### config.mk
export PLATFORM = sky130hd
export DESIGN_NAME = pipe_share_arb_flat
export DESIGN_NICKNAME = d
export VERILOG_FILES = /design/src/rtl/pipe_share_arb_pkg.sv /design/src/rtl/pipe_share_arb_if.sv /design/src/rtl/pipe_share_arb_tag_delay.sv /design/src/rtl/pipe_share_arb.sv /design/src/flat_wrapper.sv
export SDC_FILE = /design/constraint.sdc
export NUM_CORES = 1
export LEC_CHECK = 0
export ABC_AREA = 1
export BUFFER_PORTS_ARGS = -buffer_cell sky130_fd_sc_hd__buf_2
export CORE_AREA = 2 2 96 98
export CTS_BUF_LIST = sky130_fd_sc_hd__clkbuf_4 sky130_fd_sc_hd__clkbuf_8
export DETAILED_ROUTE_END_ITERATION = 16
export DIE_AREA = 0 0 98 100
export GPL_TIMING_DRIVEN = 0
export PLACE_DENSITY = 0.55
export REMOVE_ABC_BUFFERS = 1
export SYNTH_ARGS = -nofsm -noshare
export SYNTH_HDL_FRONTEND = slang
export SYNTH_SLANG_ARGS = --single-unit
export TNS_END_PERCENT = 1
### constraint.sdc
create_clock -name clk -period 4.3 [get_ports clk]
set_input_delay 0.215 -clock clk [delete_from_list [all_inputs] [get_ports clk]]
set_output_delay 0.215 -clock clk [all_outputs]
set_load 0.01 [all_outputs]
### src/rtl/pipe_share_arb_pkg.sv
// Shared types and helpers for pipe_share_arb: tag struct, one-hot decode
// and the circular round-robin pick.
package pipe_share_arb_pkg;

    localparam int NREQ_MIN = 2;
    localparam int NREQ_MAX = 16;
    localparam int LAT_MIN  = 1;
    localparam int LAT_MAX  = 64;
    localparam int ID_W_MAX = 4;

    typedef struct packed {
        logic                valid;
        logic [ID_W_MAX-1:0] id;
    } tag_t;

    typedef struct packed {
        logic                found;
        logic [ID_W_MAX-1:0] idx;
    } pick_t;

    function automatic logic [NREQ_MAX-1:0] onehot(input logic [ID_W_MAX-1:0] id);
        logic [NREQ_MAX-1:0] v;
        v     = '0;
        v[id] = 1'b1;
        return v;
    endfunction

    // Lowest index j >= ptr (wrapping at n) whose request bit is set.
    function automatic pick_t rr_pick(input logic [NREQ_MAX-1:0] req,
                                      input logic [ID_W_MAX-1:0] ptr,
                                      input int                  n);
        pick_t p;
        int    j;
        p = '0;
        for (int k = 0; k < NREQ_MAX; k++) begin
            j = (int'(ptr) + k) % n;
            if ((k < n) && !p.found && req[j[ID_W_MAX-1:0]]) begin
                p.found = 1'b1;
                p.idx   = j[ID_W_MAX-1:0];
            end
        end
        return p;
    endfunction

endpackage

### src/rtl/pipe_share_arb_if.sv
// Bundle of requester, shared-pipeline and response signals for pipe_share_arb.
interface pipe_share_arb_if #(
    parameter int NREQ = 4,
    parameter int DW   = 32,
    parameter int RW   = 32
);
    // A request beat transfers in any cycle where req_valid[i] & req_ready[i];
    // the requester holds valid/data stable until then. rsp_valid has no ready.
    logic [NREQ-1:0]    req_valid;
    logic [NREQ*DW-1:0] req_data;
    logic [NREQ-1:0]    req_last;
    logic [NREQ-1:0]    req_ready;
    logic               hold;
    logic               pipe_in_valid;
    logic [DW-1:0]      pipe_in_data;
    logic [RW-1:0]      pipe_out_data;
    logic [NREQ-1:0]    rsp_valid;
    logic [RW-1:0]      rsp_data;
    logic               idle;

    modport master (
        output req_valid, req_data, req_last, hold, pipe_out_data,
        input  req_ready, pipe_in_valid, pipe_in_data, rsp_valid, rsp_data, idle
    );

    modport slave (
        input  req_valid, req_data, req_last, hold, pipe_out_data,
        output req_ready, pipe_in_valid, pipe_in_data, rsp_valid, rsp_data, idle
    );
endinterface

### src/rtl/pipe_share_arb_tag_delay.sv
// pipe_tag_delay: LATENCY-stage shift register of tags with synchronous clear,
// matching the shared pipeline's depth so ids line up with results.
module pipe_tag_delay
    import pipe_share_arb_pkg::*;
#(
    parameter int LATENCY = 2
) (
    input  logic clk,
    input  logic clr_i,
    input  tag_t d_i,
    output tag_t q_o
);

    tag_t stage_q [LATENCY];

    always_ff @(posedge clk) begin
        if (clr_i) begin
            for (int i = 0; i < LATENCY; i++) stage_q[i] <= '0;
        end else begin
            stage_q[0] <= d_i;
            for (int i = 1; i < LATENCY; i++) stage_q[i] <= stage_q[i-1];
        end
    end

    assign q_o = stage_q[LATENCY-1];

endmodule

### src/rtl/pipe_share_arb.sv
// Round-robin sharing of one fixed-latency pipeline among NREQ requesters.
// Define PIPE_ARB_BURST_EN to lock the grant across req_last-terminated bursts.
module pipe_share_arb
    import pipe_share_arb_pkg::*;
#(
    parameter int NREQ    = 4,
    parameter int DW      = 32,
    parameter int RW      = 32,
    parameter int LATENCY = 2
) (
    input  logic             clk,
    input  logic             rst,
    pipe_share_arb_if.slave  bus
);

    localparam int ID_W  = $clog2(NREQ);
    localparam int CNT_W = $clog2(LATENCY + 1);

    logic [ID_W-1:0]  ptr_q, ptr_d;
    logic [ID_W-1:0]  ptr_nxt;
    pick_t            pick;
    logic             cand_found;
    logic [ID_W-1:0]  cand_id;
    logic             grant;
    tag_t             tag_in, tag_out;
    logic [CNT_W-1:0] cnt_q, cnt_d;

    always_comb pick = rr_pick(NREQ_MAX'(bus.req_valid), ID_W_MAX'(ptr_q), NREQ);

`ifdef PIPE_ARB_BURST_EN
    logic            lock_q, lock_d;
    logic [ID_W-1:0] lock_id_q, lock_id_d;

    // While locked, only the burst owner may issue, even if it is momentarily idle.
    always_comb begin
        cand_found = lock_q ? bus.req_valid[lock_id_q] : pick.found;
        cand_id    = lock_q ? lock_id_q : ID_W'(pick.idx);
    end
`else
    logic unused_last;
    assign unused_last = ^bus.req_last;
    assign cand_found  = pick.found;
    assign cand_id     = ID_W'(pick.idx);
`endif

    assign grant   = cand_found & ~bus.hold & ~rst;
    assign ptr_nxt = (cand_id == ID_W'(NREQ - 1)) ? '0 : cand_id + ID_W'(1);

    assign bus.req_ready     = grant ? NREQ'(onehot(ID_W_MAX'(cand_id))) : '0;
    assign bus.pipe_in_valid = grant;

    always_comb begin
        bus.pipe_in_data = '0;
        for (int i = 0; i < NREQ; i++) begin
            if (cand_id == ID_W'(i)) bus.pipe_in_data = bus.req_data[i*DW +: DW];
        end
    end

    always_comb begin
        ptr_d = ptr_q;
`ifdef PIPE_ARB_BURST_EN
        lock_d    = lock_q;
        lock_id_d = lock_id_q;
        if (grant) begin
            if (bus.req_last[cand_id]) begin
                ptr_d  = ptr_nxt;
                lock_d = 1'b0;
            end else begin
                lock_d    = 1'b1;
                lock_id_d = cand_id;
            end
        end
`else
        if (grant) ptr_d = ptr_nxt;
`endif
    end

    always_comb begin
        tag_in.valid = grant;
        tag_in.id    = ID_W_MAX'(cand_id);
    end

    pipe_tag_delay #(.LATENCY(LATENCY)) u_tag_delay (
        .clk   (clk),
        .clr_i (rst),
        .d_i   (tag_in),
        .q_o   (tag_out)
    );

    assign bus.rsp_valid = tag_out.valid ? NREQ'(onehot(tag_out.id)) : '0;
    assign bus.rsp_data  = bus.pipe_out_data;

    // Issue and retire in the same cycle cancel out, so the count tops out at LATENCY.
    always_comb begin
        cnt_d = cnt_q;
        case ({grant, tag_out.valid})
            2'b10:   cnt_d = cnt_q + CNT_W'(1);
            2'b01:   cnt_d = cnt_q - CNT_W'(1);
            default: cnt_d = cnt_q;
        endcase
    end

    assign bus.idle = (cnt_q == '0) & ~grant;

    always_ff @(posedge clk) begin
        if (rst) begin
            ptr_q <= '0;
            cnt_q <= '0;
        end else begin
            ptr_q <= ptr_d;
            cnt_q <= cnt_d;
        end
    end

`ifdef PIPE_ARB_BURST_EN
    always_ff @(posedge clk) begin
        if (rst) begin
            lock_q    <= 1'b0;
            lock_id_q <= '0;
        end else begin
            lock_q    <= lock_d;
            lock_id_q <= lock_id_d;
        end
    end
`endif

endmodule

### src/flat_wrapper.sv
// flat-port wrapper written by rule: the top's interface ports become plain ports
module pipe_share_arb_flat import pipe_share_arb_pkg::*;
#(
    parameter int NREQ    = 4,
    parameter int DW      = 32,
    parameter int RW      = 32,
    parameter int LATENCY = 2
)
  (clk, rst, bus_req_valid, bus_req_data, bus_req_last, bus_hold, bus_pipe_out_data, bus_req_ready, bus_pipe_in_valid, bus_pipe_in_data, bus_rsp_valid, bus_rsp_data, bus_idle);
  pipe_share_arb_if #(.NREQ(NREQ), .DW(DW), .RW(RW)) bus_i ();
  input  logic clk;
  input  logic rst;
  input wire logic [$bits(bus_i.req_valid)-1:0] bus_req_valid;
  input wire logic [$bits(bus_i.req_data)-1:0] bus_req_data;
  input wire logic [$bits(bus_i.req_last)-1:0] bus_req_last;
  input wire logic [$bits(bus_i.hold)-1:0] bus_hold;
  input wire logic [$bits(bus_i.pipe_out_data)-1:0] bus_pipe_out_data;
  output wire logic [$bits(bus_i.req_ready)-1:0] bus_req_ready;
  output wire logic [$bits(bus_i.pipe_in_valid)-1:0] bus_pipe_in_valid;
  output wire logic [$bits(bus_i.pipe_in_data)-1:0] bus_pipe_in_data;
  output wire logic [$bits(bus_i.rsp_valid)-1:0] bus_rsp_valid;
  output wire logic [$bits(bus_i.rsp_data)-1:0] bus_rsp_data;
  output wire logic [$bits(bus_i.idle)-1:0] bus_idle;
  assign bus_i.req_valid = bus_req_valid;
  assign bus_i.req_data = bus_req_data;
  assign bus_i.req_last = bus_req_last;
  assign bus_i.hold = bus_hold;
  assign bus_i.pipe_out_data = bus_pipe_out_data;
  assign bus_req_ready = bus_i.req_ready;
  assign bus_pipe_in_valid = bus_i.pipe_in_valid;
  assign bus_pipe_in_data = bus_i.pipe_in_data;
  assign bus_rsp_valid = bus_i.rsp_valid;
  assign bus_rsp_data = bus_i.rsp_data;
  assign bus_idle = bus_i.idle;
  pipe_share_arb #(.NREQ(NREQ), .DW(DW), .RW(RW), .LATENCY(LATENCY)) u_core (.clk(clk), .rst(rst), .bus(bus_i));
endmodule
# Yosys cells after proc, flatten, opt, wreduce, memory -nomap -nowiden
# Memory sizes are Yosys's and may differ from the RTL's.
# Cells that the tools add are included.
# classes
add_sub_neg	6
n_lt_le_gt_ge	8
eq_ne	5
n_mux	29
n_bitwise	11
reduce_logical	14
# ops
op	n
32-bit two-way mux	4
5-bit two-way mux	6
4-bit by 5-bit less-than comparator with 1-bit output, second input constant	4
2-bit by 5-bit less-than comparator with 1-bit output, second input constant	2
1-bit binary-select mux with 3-bit select	3
1-bit two-way mux	9
4-bit two-way mux	2
2-bit by 1-bit adder with 2-bit output, second input constant	3
2-bit equality test, second input constant	3
2-bit OR reduction	3
1-bit logical AND	5
2-bit adder, second input constant	2
1-bit demux with 4-bit select	1
2-bit by 1-bit equality test with 1-bit output, second input constant	2
4-bit by 1-bit greater-or-equal comparator with 1-bit output, second input constant	1
2-bit logical NOT	2
2-bit case mux with 2 select lines	1
1-bit AND	3
1-bit AND, first input constant	3
1-bit logical NOT	3
1-bit inverter	3
1-bit binary-select mux with 2-bit select	1
1-bit demux with 2-bit select	1
2-bit by 1-bit greater-or-equal comparator with 1-bit output, second input constant	1
other kinds (4)	5
# totals
regBits	4
ram_bits	10
input_bits	171
output_inout_bits	74
wordCells	76
memories	1
# memory_table
name	words	width	rd	rd_clocked_by_memory_dff	write_ports	line_no	rtl
u_core.u_tag_delay.stage_q	2	5	2	0	2	pipe_share_arb_tag_delay.sv:14	tag_t stage_q [LATENCY];

# Longest topological paths before layout
# depth
ltp_word	18
ltp_mapped	17
mapped_depth_nobuf	14

# By module
# Synthesis repeated with hierarchy kept, for this count alone.
# hier_totals
cells_unflattened	393
hier_area_um2	2160.8
# modules_own_cells
mod	instances	cells_per_inst	area_per_inst_um2	seq_area_each_um2
pipe_share_arb	1	357	1836.8	80.1
pipe_tag_delay	1	36	324.1	200.2

# Least setup slack after synthesis
# No wires, ideal clock.
# synth_timing
path_type	reg2out
from	reg u_core.ptr_q[0]
to	out bus_pipe_in_data[10]
t_arrival_ns	2.336
required_time_ns	4.085
setup_slack_ns	1.749
path_stages_with_launch	16
n_path_buf	3
cell_sequence	dfxtp_1 > buf_6 > inv_8 > nand2_2 > nand3_1 > nand2_2 > nor2_8 > nand3_4 > nand3_2 > inv_1 > ha_1 > clkbuf_1 > nor2_1 > buf_2 > a221oi_1 > o31ai_1
# synth_rtl
element	line_no	rtl
start, declared	pipe_share_arb.sv:19	logic [ID_W-1:0] ptr_q, ptr_d;
start signal, assigned	pipe_share_arb.sv:110	ptr_q <= ptr_d;
end, declared	flat_wrapper.sv:20	output wire logic [$bits(bus_i.pipe_in_data)-1:0] bus_pipe_in_data;

==> impl_metrics.toml <==
[status]
run_status = "finished, final reports clean"

[routing]
post_drt_wl_per_cell_um = 21.45
drt_iter0_markers = 90
dr_total_vias = 2713
detail-route-antenna-nets = 0
routed_wl_um = 11690
drt-vias-per-instance = 4.978
detail_route.first_pass.iterations = 4
remaining_drc_errors = 0

[synth]
yosys_warnings = 0
yosys_register_bits = 10
synthesis.area_sq_mm = 0.001917
syn_avg_cell_area_sq_um = 6.285
synth.yosys.seq_area_share_pct = 10.44
syn_inst = 305
synth.distinct_cells = 25

[floorplanning]
die_height_um = 100
ports = 245
fp.dieArea_sq_mm = 0.009800
initial_utilization_pct = 21.56
core_sq_mm = 0.008890
die_w_um = 98
std_cell_rows = 35

[timing]
min_period_over_period_pct = 90.52
worst_hold_slack_after_final_layout_ns = 0.2227
tightest_slew_ns = 1.037
max_slew_margin_pct = 30.81
rsz0062_at_grt = "false"
drv_slew = 0
final-setup-viol-count = 0
max_freq_mhz = 256.9
clock-skew-final_ns = 0.002232
finalWorstSetupSlack_ns = 0.4076
finalHoldViolations = 0
final.min_clock_period_ns = 3.892

[final_layout]
area_growth_syn_to_layout_pct = 41.78
final_nets = 610
drive_gt1_share_pct = 48.73
layout.filler_cells = 1043

[critical_path]
cp_data_required_time_ns = 4.09
timing.critical_path.slowest_stage_cell = "nor2_2"
end_kind = "output port"
timing.setup.critical_path_class = "flop to output port"
reg2reg_from = "u_core.ptr_q[0]"
r2r_slack_ns = 2.02
r2r-end = "u_core.cnt_q[1]"
timing.critical_path.slowest_cell_delay_ns = 0.66
critical_path.max_fanout = 34
critical_path_arrival_ns = 3.68
path_buf_inv = 3
reg2reg_depth = 12
start_kind = "flop"
critical-path-top-delay-family = "simple AND/OR/NAND/NOR gates"
path_cells = "nand2_1 -> nand3_1 -> nand2_2 -> nor2_8 -> nand3_4 -> nand3_2 -> inv_1 -> ha_2 -> nor2_2 -> buf_16 -> a221oi_1 -> o31ai_1 -> buf_2"

[placement]
dp.final_hpwl_um = 10170
io_buffer_count = 176
place_worst_setup_slack_ns = -0.01224
final_weighted_congestion_in_routability_driven_placement = 0.9162

[global_routing]
grt_first_pass_wirelength_um = 16180
antenna_found_initial = 2
global_route.usage.total_pct = 22.27
grt_overflow_total = 0
grt_max_degree = 37
grt_pass1_vias = 2559

[clock_network]
cts_max_level = 1
clock_tree.root_cell = "clkbuf_8"
post_cts.repair.setup_buffers = 0
cts_made_buffers = 3
cts_hold_buffers = 0
clockBufferDepth = 2
clkLatencyLatePin_ns = 0.23
cts_tree = "done"
cts_sinks = 10
clk_pin_slew_ns = 0.05
post_cts.resized_instances = 2

[run]
drv_cap = 0

[power_and_ir_drop]
internal_power_uw = 857.8
clock_power_share_pct = 6.0
seq_power_share_pct = 6.6
switching_pwr_uw = 1024
cellPowerDensity_mw_per_mm2 = 692.3
power.leakage_uw = 0.001437
power.combinational.fraction_pct = 87.4
switching_share_pct = 54.41
ir_drop_v = 0.0001829

[worst_hold_path]
hold_depth = 2
worstHoldStart = "rst"
hold_path_end = "u_core.u_tag_delay.stage_q[0][6]"
holdCritPathClass = "primary input to flop"
## power by group through the flow
stage,logic (uW),clock network [uW],registers (uW)
global placement,1590,0,125
detailed placement,1660,0,126
floorplan,996,0,123
global route,1810,123,126
finish,1640,114,124
CTS,1660,117,124
## sequential cells by signal, summed over array words and instances, names as in the netlist
| register | cells |
|---|---|
| u_core.cnt_q | 2 |
| u_core.ptr_q | 2 |
| u_core.u_tag_delay.stage_q | 6 |
## worst max-delay path by stage
stage,slack [ns],startpoint,endpoint,cells past startpoint
2_1_floorplan,0.61,u_core.ptr_q[0],bus_pipe_in_data[0],11
3_3_place_gp,-0.93,u_core.ptr_q[0],bus_pipe_in_data[25],12
3_5_place_dp,-0.01,u_core.ptr_q[0],bus_pipe_in_data[17],13
4_1_cts,0.35,u_core.ptr_q[0],bus_pipe_in_data[1],13
5_1_grt,0.12,u_core.ptr_q[0],bus_pipe_in_data[17],13
6_report,0.41,u_core.ptr_q[0],bus_pipe_in_data[1],13
## cell families after synthesis
kind of cell    count (synthesis)  share of synthesized area [%]
fa+ha+maj                       5                          3.264
simple gates                  135                          32.90
compound gates                 73                          30.09
buf+inv                        82                          23.30
flops                          10                          10.44
## metal layers
| layer | vias to the layer above | part of all wire [%] | GRT usage, % |
|---|---|---|---|
| met5 | - | 0.72 | 5.641 |
| met4 | 4 | 8.8 | 15.81 |
| met3 | 30 | 17 | 16.71 |
| met2 | 176 | 47 | 37.83 |
| met1 | 1223 | 27 | 17.11 |
| li1 | 1280 | - | - |
## cell usage after synthesis
| master | n | area (sq um) |
|---|---|---|
| a21oi_1 | 3 | 15.01 |
| o21ai_2 | 3 | 26.28 |
| buf_2 | 3 | 15.01 |
| nand2_1 | 64 | 240.2 |
| o21ai_0 | 3 | 15.01 |
| nand3b_4 | 1 | 20.02 |
| nor2_1 | 44 | 165.2 |
| ha_1 | 5 | 62.56 |
| o31ai_1 | 32 | 240.2 |
| inv_8 | 1 | 11.26 |
| nand3_2 | 2 | 20.02 |
| nor2_2 | 2 | 12.51 |
| nor2_8 | 1 | 20.02 |
| buf_6 | 1 | 11.26 |
| nand2_4 | 2 | 22.52 |
| dfxtp_1 | 10 | 200.2 |
| inv_1 | 24 | 90.09 |
| nand3_4 | 2 | 35.03 |
| nand2_2 | 8 | 50.05 |
| inv_2 | 3 | 11.26 |
| buf_4 | 32 | 240.2 |
| a221oi_1 | 32 | 280.3 |
| nand3_1 | 5 | 25.02 |
| clkbuf_1 | 18 | 67.56 |
| nor3_1 | 4 | 20.02 |
## metrics by stage
stage / utilization (%) / cell area [sq um] / cells / TNS [ns] / total power [uW]
4_1_cts: 30.54 / 2715 / 544 / 0 / 1905
3_3_place_gp: 29.28 / 2603 / 538 / -25.26 / 1712
2_1_floorplan: - / 1583 / 251 / 0 / 1119
6_report: 30.57 / 2718 / 545 / 0 / 1882
5_1_grt: 30.54 / 2715 / 544 / 0 / 2059
3_5_place_dp: 29.87 / 2655 / 540 / -0.01224 / 1788
## area by class of cell
class	instances	area (sq um)	area share, %
multi-input cells	213	1280	47.10
repair buffers	178	928.4	34.16
flip-flops and latches	10	200.2	7.366
well taps	111	138.9	5.110
inverters	28	112.6	4.144
clock buffers	4	55.05	2.026
diodes	1	2.502	0.09208
## cells in the final DEF (no fill, tap or decap)
cell,count
o21ai_0,3
nand3b_4,1
nand2_4,2
nor2_8,1
nand3_1,5
diode_2,1
nor3_1,4
o31ai_1,32
dfxtp_1,10
inv_8,1
inv_2,3
nand3_4,2
o21ai_2,3
nand2_1,64
ha_1,2
a221oi_1,32
nor2_2,3
inv_1,24
nand2_2,8
clkbuf_8,4
nor2_1,43
nand3_2,2
ha_2,3
a21oi_1,3
buf_12,1
buf_16,1
buf_2,176
(Power assumes the default switching activity.)
